<file path="src/rtl/pipe_ctrl_if.sv">
// Handshake and status bundle between the pipeline controller and its surroundings.
// The slave side is the controller; the master side is whoever drives instructions.
interface pipe_ctrl_if;
  logic        I_run;
  logic        I_resume;
  logic        I_halt;
  logic        I_mem_op;
  logic        I_mem_ready;
  logic        O_en_fetch;
  logic        O_en_dec;
  logic        O_en_rreg;
  logic        O_en_alu;
  logic        O_en_mem;
  logic        O_en_wb;
  logic        O_mem_req;
  logic [2:0]  O_state;
  logic        O_busy;
  logic        O_err;
  logic [15:0] O_retired;

  modport slave (
    input  I_run, I_resume, I_halt, I_mem_op, I_mem_ready,
    output O_en_fetch, O_en_dec, O_en_rreg, O_en_alu, O_en_mem, O_en_wb,
    output O_mem_req, O_state, O_busy, O_err, O_retired
  );

  modport master (
    output I_run, I_resume, I_halt, I_mem_op, I_mem_ready,
    input  O_en_fetch, O_en_dec, O_en_rreg, O_en_alu, O_en_mem, O_en_wb,
    input  O_mem_req, O_state, O_busy, O_err, O_retired
  );
endinterface

</file>
<file path="src/rtl/pipe_ctrl.sv">
// Multi-cycle instruction sequencer: walks FETCH..WB, waits on memory with a timeout,
// and parks in HALT on a halt opcode or a memory timeout. All outputs are registered.
module pipe_ctrl #(
  parameter int unsigned MEM_TIMEOUT = 15
) (
  input  logic       I_clk,
  input  logic       I_rst_n,
  pipe_ctrl_if.slave bus
);

  typedef enum logic [2:0] {
    StIdle   = 3'd0,
    StFetch  = 3'd1,
    StDecode = 3'd2,
    StRegrd  = 3'd3,
    StAlu    = 3'd4,
    StMem    = 3'd5,
    StWb     = 3'd6,
    StHalt   = 3'd7
  } state_e;

  localparam logic [7:0] TimeoutCnt = 8'(MEM_TIMEOUT);

  state_e      state_q, state_d;
  logic [7:0]  wait_q, wait_d;
  logic        err_q, err_d;
  logic [15:0] retired_q, retired_d;
  logic [5:0]  en_q, en_d;
  logic        mem_req_q, mem_req_d;
  logic        busy_q, busy_d;

  always_comb begin
    state_d   = state_q;
    wait_d    = '0;
    err_d     = err_q;
    retired_d = retired_q;
    unique case (state_q)
      StIdle:   if (bus.I_run) state_d = StFetch;
      StFetch, StMem: begin
        // A handshake on the timeout cycle still wins over the timeout.
        if (bus.I_mem_ready) begin
          state_d = (state_q == StFetch) ? StDecode : StWb;
        end else if (wait_q == TimeoutCnt) begin
          state_d = StHalt;
          err_d   = 1'b1;
        end else begin
          wait_d = wait_q + 8'd1;
        end
      end
      StDecode: state_d = StRegrd;
      StRegrd:  state_d = bus.I_halt ? StHalt : StAlu;
      StAlu:    state_d = bus.I_mem_op ? StMem : StWb;
      StWb: begin
        state_d   = bus.I_run ? StFetch : StIdle;
        retired_d = retired_q + 16'd1;
      end
      StHalt: begin
        if (bus.I_resume) begin
          state_d = StIdle;
          err_d   = 1'b0;
        end
      end
      default:  state_d = StIdle;
    endcase
  end

  // Outputs are decoded from the next state so they line up with state_q.
  always_comb begin
    en_d = '0;
    unique case (state_d)
      StFetch:  en_d[0] = 1'b1;
      StDecode: en_d[1] = 1'b1;
      StRegrd:  en_d[2] = 1'b1;
      StAlu:    en_d[3] = 1'b1;
      StMem:    en_d[4] = 1'b1;
      StWb:     en_d[5] = 1'b1;
      default:  en_d    = '0;
    endcase
    mem_req_d = (state_d == StFetch) || (state_d == StMem);
    busy_d    = (state_d != StIdle) && (state_d != StHalt);
  end

  always_ff @(posedge I_clk or negedge I_rst_n) begin
    if (!I_rst_n) begin
      state_q   <= StIdle;
      wait_q    <= '0;
      err_q     <= 1'b0;
      retired_q <= '0;
      en_q      <= '0;
      mem_req_q <= 1'b0;
      busy_q    <= 1'b0;
    end else begin
      state_q   <= state_d;
      wait_q    <= wait_d;
      err_q     <= err_d;
      retired_q <= retired_d;
      en_q      <= en_d;
      mem_req_q <= mem_req_d;
      busy_q    <= busy_d;
    end
  end

  assign bus.O_state    = state_q;
  assign bus.O_en_fetch = en_q[0];
  assign bus.O_en_dec   = en_q[1];
  assign bus.O_en_rreg  = en_q[2];
  assign bus.O_en_alu   = en_q[3];
  assign bus.O_en_mem   = en_q[4];
  assign bus.O_en_wb    = en_q[5];
  assign bus.O_mem_req  = mem_req_q;
  assign bus.O_busy     = busy_q;
  assign bus.O_err      = err_q;
  assign bus.O_retired  = retired_q;

endmodule

</file>
<file path="src/flat_wrapper.sv">
// flat-port wrapper written by rule: the top's interface ports become plain ports
module pipe_ctrl_flat 
#(
  parameter int unsigned MEM_TIMEOUT = 15
)
  (I_clk, I_rst_n, bus_I_run, bus_I_resume, bus_I_halt, bus_I_mem_op, bus_I_mem_ready, bus_O_en_fetch, bus_O_en_dec, bus_O_en_rreg, bus_O_en_alu, bus_O_en_mem, bus_O_en_wb, bus_O_mem_req, bus_O_state, bus_O_busy, bus_O_err, bus_O_retired);
  pipe_ctrl_if bus_i ();
  input  logic I_clk;
  input  logic I_rst_n;
  input wire logic [$bits(bus_i.I_run)-1:0] bus_I_run;
  input wire logic [$bits(bus_i.I_resume)-1:0] bus_I_resume;
  input wire logic [$bits(bus_i.I_halt)-1:0] bus_I_halt;
  input wire logic [$bits(bus_i.I_mem_op)-1:0] bus_I_mem_op;
  input wire logic [$bits(bus_i.I_mem_ready)-1:0] bus_I_mem_ready;
  output wire logic [$bits(bus_i.O_en_fetch)-1:0] bus_O_en_fetch;
  output wire logic [$bits(bus_i.O_en_dec)-1:0] bus_O_en_dec;
  output wire logic [$bits(bus_i.O_en_rreg)-1:0] bus_O_en_rreg;
  output wire logic [$bits(bus_i.O_en_alu)-1:0] bus_O_en_alu;
  output wire logic [$bits(bus_i.O_en_mem)-1:0] bus_O_en_mem;
  output wire logic [$bits(bus_i.O_en_wb)-1:0] bus_O_en_wb;
  output wire logic [$bits(bus_i.O_mem_req)-1:0] bus_O_mem_req;
  output wire logic [$bits(bus_i.O_state)-1:0] bus_O_state;
  output wire logic [$bits(bus_i.O_busy)-1:0] bus_O_busy;
  output wire logic [$bits(bus_i.O_err)-1:0] bus_O_err;
  output wire logic [$bits(bus_i.O_retired)-1:0] bus_O_retired;
  assign bus_i.I_run = bus_I_run;
  assign bus_i.I_resume = bus_I_resume;
  assign bus_i.I_halt = bus_I_halt;
  assign bus_i.I_mem_op = bus_I_mem_op;
  assign bus_i.I_mem_ready = bus_I_mem_ready;
  assign bus_O_en_fetch = bus_i.O_en_fetch;
  assign bus_O_en_dec = bus_i.O_en_dec;
  assign bus_O_en_rreg = bus_i.O_en_rreg;
  assign bus_O_en_alu = bus_i.O_en_alu;
  assign bus_O_en_mem = bus_i.O_en_mem;
  assign bus_O_en_wb = bus_i.O_en_wb;
  assign bus_O_mem_req = bus_i.O_mem_req;
  assign bus_O_state = bus_i.O_state;
  assign bus_O_busy = bus_i.O_busy;
  assign bus_O_err = bus_i.O_err;
  assign bus_O_retired = bus_i.O_retired;
  pipe_ctrl #(.MEM_TIMEOUT(MEM_TIMEOUT)) u_core (.I_clk(I_clk), .I_rst_n(I_rst_n), .bus(bus_i));
endmodule
</file>
<file path="config.mk">
export PLATFORM = sky130hd
export DESIGN_NAME = pipe_ctrl_flat
export DESIGN_NICKNAME = d
export VERILOG_FILES = /design/src/rtl/pipe_ctrl_if.sv /design/src/rtl/pipe_ctrl.sv /design/src/flat_wrapper.sv
export SDC_FILE = /design/constraint.sdc
export NUM_CORES = 1
export LEC_CHECK = 0
export CAP_MARGIN = 20
export CORE_MARGIN = 1
export CORE_UTILIZATION = 29
export DETAILED_ROUTE_END_ITERATION = 10
export HOLD_SLACK_MARGIN = 0.08
export PLACE_DENSITY_LB_ADDON = 0.12
export SETUP_SLACK_MARGIN = 0.5
export SLEW_MARGIN = 20
export SYNTH_ARGS = -nofsm -noshare
export SYNTH_HDL_FRONTEND = slang
export SYNTH_SLANG_ARGS = --single-unit
</file>
<file path="constraint.sdc">
create_clock -name I_clk -period 1.8 [get_ports I_clk]
set_input_delay 0.36 -clock I_clk [delete_from_list [all_inputs] [get_ports I_clk]]
set_output_delay 0.36 -clock I_clk [all_outputs]
set_load 0.05 [all_outputs]
</file>
==> out/qor.yml <==
grt:
  grt_max_degree: 37
  grt_use_total_pct: 13.9
  grt.overflow.total: 0
  grt_pass1_vias: 1299
  grt_first_pass_wirelength_mm: 6.37
  grt_antenna_before_repair: 0
floorplanning:
  design.die.area_um2: 5970
  placeableCoreArea_um2: 5470
  die-height_um: 77.2
  top_level_ports: 35
  fp-row-count: 27
  initial_core_util_pct: 30.0
  chipWidth_um: 77.2
place:
  post_place_instance_area_um2: 2070
  place.gp.congestion: 0.832
  post-dp-hpwl_mm: 2.36
  portBuffers: 34
  detailedPlace.worstSlack_ns: -0.0166
run_status:
  run_status: "completed"
synthesis:
  yosys.cell_count.top_type: "sky130_fd_sc_hd__dfrtp_1"
  synth_largest_type_area_fraction_pct: 54.9
  synthTopCellsByCount: "36 x sky130_fd_sc_hd__dfrtp_1, 21 x sky130_fd_sc_hd__nor2_1, 17 x sky130_fd_sc_hd__nand2_1"
  syn_inst: 149
  avg_inst_size_synth_um2: 11.0
  synth_top_cell_by_area: "sky130_fd_sc_hd__dfrtp_1"
  synth.cell_area_um2: 1640
  synthesis.nets: 158
  synth.distinct_cells: 35
  seq_area_frac_synth_pct: 54.9
  synth_async_sr_flop_share_pct: 100
  synth.yosys.warnings: 0
  netlist_top_cells_area: "sky130_fd_sc_hd__dfrtp_1 55%, sky130_fd_sc_hd__xnor2_1 8.0%, sky130_fd_sc_hd__nor2_1 4.8%"
  synth_enable_flop_cells: 0
  synth_seq_cells: 36
  synth_flop_cell: "sky130_fd_sc_hd__dfrtp_1"
cts:
  cts_buffers: 5
  clock_sink_count: 36
  cts-root-to-sink-buffers: 2
  clkSlewWorstSetupHoldPaths_ns: 0.07
  cts.root.buffer_cell: "sky130_fd_sc_hd__clkbuf_8"
  cts_tree: "yes"
  h-tree-depth: 2
  insertion_delay_ns: 0.29
  hold_buffers: 0
power:
  ir_worst_vdd_mv: 1.02
  power_density_nw_per_um2: 1510
  power.static_leakage_nw: 1.26
route:
  postRouteAntennaNets: 0
  wl_per_cell_um: 13.3
  num_vias: 1351
  routed_via_density: 4.52
  drt_iter0_drc: 34
  drt_first_pass_iters: 4
  detail_route.drc_violations: 0
  detail_route.wirelength_mm: 3.98
worst_setup_path:
  critical_path.max_fanout: 6
  critPathLaunchType: "register"
  critical_path_required_time_ns: 1.97
  worst-endpoint-arrival_ns: 1.80
  r2r_cells: 6
  worst_setup_path_end_kind: "register"
  criticalPathCategory: "reg2reg"
timing:
  final.setup.worst_slack_ns: 0.166
  number_of_pins_with_negative_max_slew_slack_in_the_final_report: 0
  finalSetupViolCount: 0
  timing.final.hold_violations: 0
  finalCriticalPeriod_ns: 1.63
  timing.slew.headroom_pct: 68.7
  rsz0062_at_grt: "yes"
  worst_slew_pin_slew_ns: 0.469
  final_skew_ns: 0.00658
  period_share_pct: 90.8
  max_clk_rate_mhz: 612
finish:
  register_area_um2: 918
  final_area_um2: 2640
  area_growth_syn_to_layout_pct: 60.7
  fin_nets: 235
  n_fill_cell: 527
  antenna-diode-count: 0
  multi_input_gate_area_um2: 847
  layout-drive-gt1-share_pct: 55.1
min_path:
  worstHoldPathCells: 1
  classification_of_the_worst_slack_hold_path: "reg2reg"
job:
  max_capacitance_violation_total: 0
[where the power goes]
part	leakage, nW	switching (mW)	internal [mW]	total, mW
combinational	0.745	1.26	0.987	2.25
clock	0.0455	0.278	0.312	0.590
sequential	0.467	0.155	0.986	1.14
total	1.26	1.69	2.29	3.98
[final cells by class]
class	instances	share of cell area, %
clock buffer	8	3.42
inverter	7	0.996
multi-input combinational	103	32.1
tap	72	3.42
timing repair buffer	73	25.2
sequential	36	34.8
[sequential cells by signal (all words and copies together), names as in the netlist]
| register | flops |
|---|---|
| u_core.bus.O_err | 1 |
| u_core.wait_q | 8 |
| u_core.bus.O_busy | 1 |
| u_core.bus.O_mem_req | 1 |
| u_core.bus.O_retired | 16 |
| u_core.en_q | 6 |
| u_core.bus.O_state | 3 |
[cells in the final DEF, fill, tap and decap left out, types with 2 or more instances in the layout]
| cell type | Yosys | final |
|---|---|---|
| sky130_fd_sc_hd__nand2b_1 | 2 | 2 |
| sky130_fd_sc_hd__inv_1 | 7 | 3 |
| sky130_fd_sc_hd__clkbuf_1 | 0 | 2 |
| sky130_fd_sc_hd__nand2_1 | 17 | 13 |
| sky130_fd_sc_hd__inv_2 | 0 | 4 |
| sky130_fd_sc_hd__nand3_2 | 0 | 3 |
| sky130_fd_sc_hd__nand4_4 | 1 | 2 |
| sky130_fd_sc_hd__xnor2_1 | 15 | 14 |
| sky130_fd_sc_hd__nor2_1 | 21 | 14 |
| sky130_fd_sc_hd__buf_12 | 0 | 3 |
| sky130_fd_sc_hd__buf_6 | 2 | 16 |
| sky130_fd_sc_hd__buf_4 | 0 | 46 |
| sky130_fd_sc_hd__nor2_2 | 0 | 6 |
| sky130_fd_sc_hd__nand2_2 | 0 | 4 |
| sky130_fd_sc_hd__nor3_2 | 0 | 2 |
| sky130_fd_sc_hd__clkbuf_8 | 0 | 6 |
| sky130_fd_sc_hd__dfrtp_2 | 0 | 11 |
| sky130_fd_sc_hd__dfrtp_1 | 36 | 24 |
| sky130_fd_sc_hd__xor2_1 | 6 | 6 |
| sky130_fd_sc_hd__nor3_4 | 2 | 2 |
| sky130_fd_sc_hd__clkdlybuf4s50_1 | 0 | 6 |
| sky130_fd_sc_hd__and3_1 | 5 | 4 |
| sky130_fd_sc_hd__nand3_1 | 9 | 6 |
[path summary, 6_finish.rpt]
| path | startpoint | to | slack, ns |
|---|---|---|---|
| setup / recovery | u_core.bus.O_state[2]$_DFF_PN0_ | u_core.bus.O_busy$_DFF_PN0_ | 0.17 |
| hold / removal | u_core.bus.O_retired[15]$_DFFE_PN0N_ | u_core.bus.O_retired[15]$_DFFE_PN0N_ | 0.48 |
| setup reg to reg | u_core.bus.O_state[2]$_DFF_PN0_ | u_core.bus.O_busy$_DFF_PN0_ | 0.17 |
| hold reg to reg | u_core.bus.O_retired[15]$_DFFE_PN0N_ | u_core.bus.O_retired[15]$_DFFE_PN0N_ | 0.48 |
| max in group asynchronous | I_rst_n | u_core.bus.O_state[2]$_DFF_PN0_ | 0.92 |
| min in group asynchronous | I_rst_n | u_core.bus.O_retired[14]$_DFFE_PN0N_ | 0.50 |
[critical path, stage by stage, from the launching register on]
cell and delay [ns]:
sky130_fd_sc_hd__dfrtp_4 0.48, sky130_fd_sc_hd__buf_6 0.14, sky130_fd_sc_hd__nor3b_4 0.18, sky130_fd_sc_hd__a21oi_2 0.06, sky130_fd_sc_hd__a221o_2 0.46, sky130_fd_sc_hd__nor2_2 0.14
sky130_fd_sc_hd__a22oi_2 0.06
[repair_timing]
action | in CTS | in global routing
resized for setup | 21 | 34
endpoints found under the setup margin | 34 | 39
setup buffers | 19 | 16
hold endpoints to repair | 0 | 0
pin swaps | 4 | 13
[layer usage]
layer / up-vias / wire (um) / track usage (%) / share of wire (%)
met5: - / 0 / 0 / 0
met4: 0 / 58 / 5.66 / 1.5
met3: 7 / 212 / 4.17 / 5.3
met2: 39 / 1890 / 20.9 / 47
met1: 650 / 1820 / 18.4 / 46
li1: 655 / - / - / -
[stage by stage]
step / cells / hold WS (ns) / TNS [ns] / utilization, % / power, mW
floorplan: 149 / 0.0644 / 0 / - / 2.21
global placement: 256 / 0.450 / -0.000896 / 37.9 / 2.68
detailed placement: 256 / 0.466 / -0.0443 / 37.9 / 2.69
CTS: 283 / 0.486 / 0 / 43.7 / 3.67
global route: 299 / 0.502 / 0 / 48.2 / 4.20
finish: 299 / 0.481 / 0 / 48.2 / 3.98
[logic make-up after synthesis]
family                     synth area share [%]
DFF                                        54.9
xor gates and xnor gates                   11.2
and+or+nand+nor                            23.2
muxes                                      1.30
buffers and inverters                      3.28
adders and majority gates                  1.52
AOI/OAI and AO/OA                          4.65
Note: power is estimated with default switching activity, not from simulation.
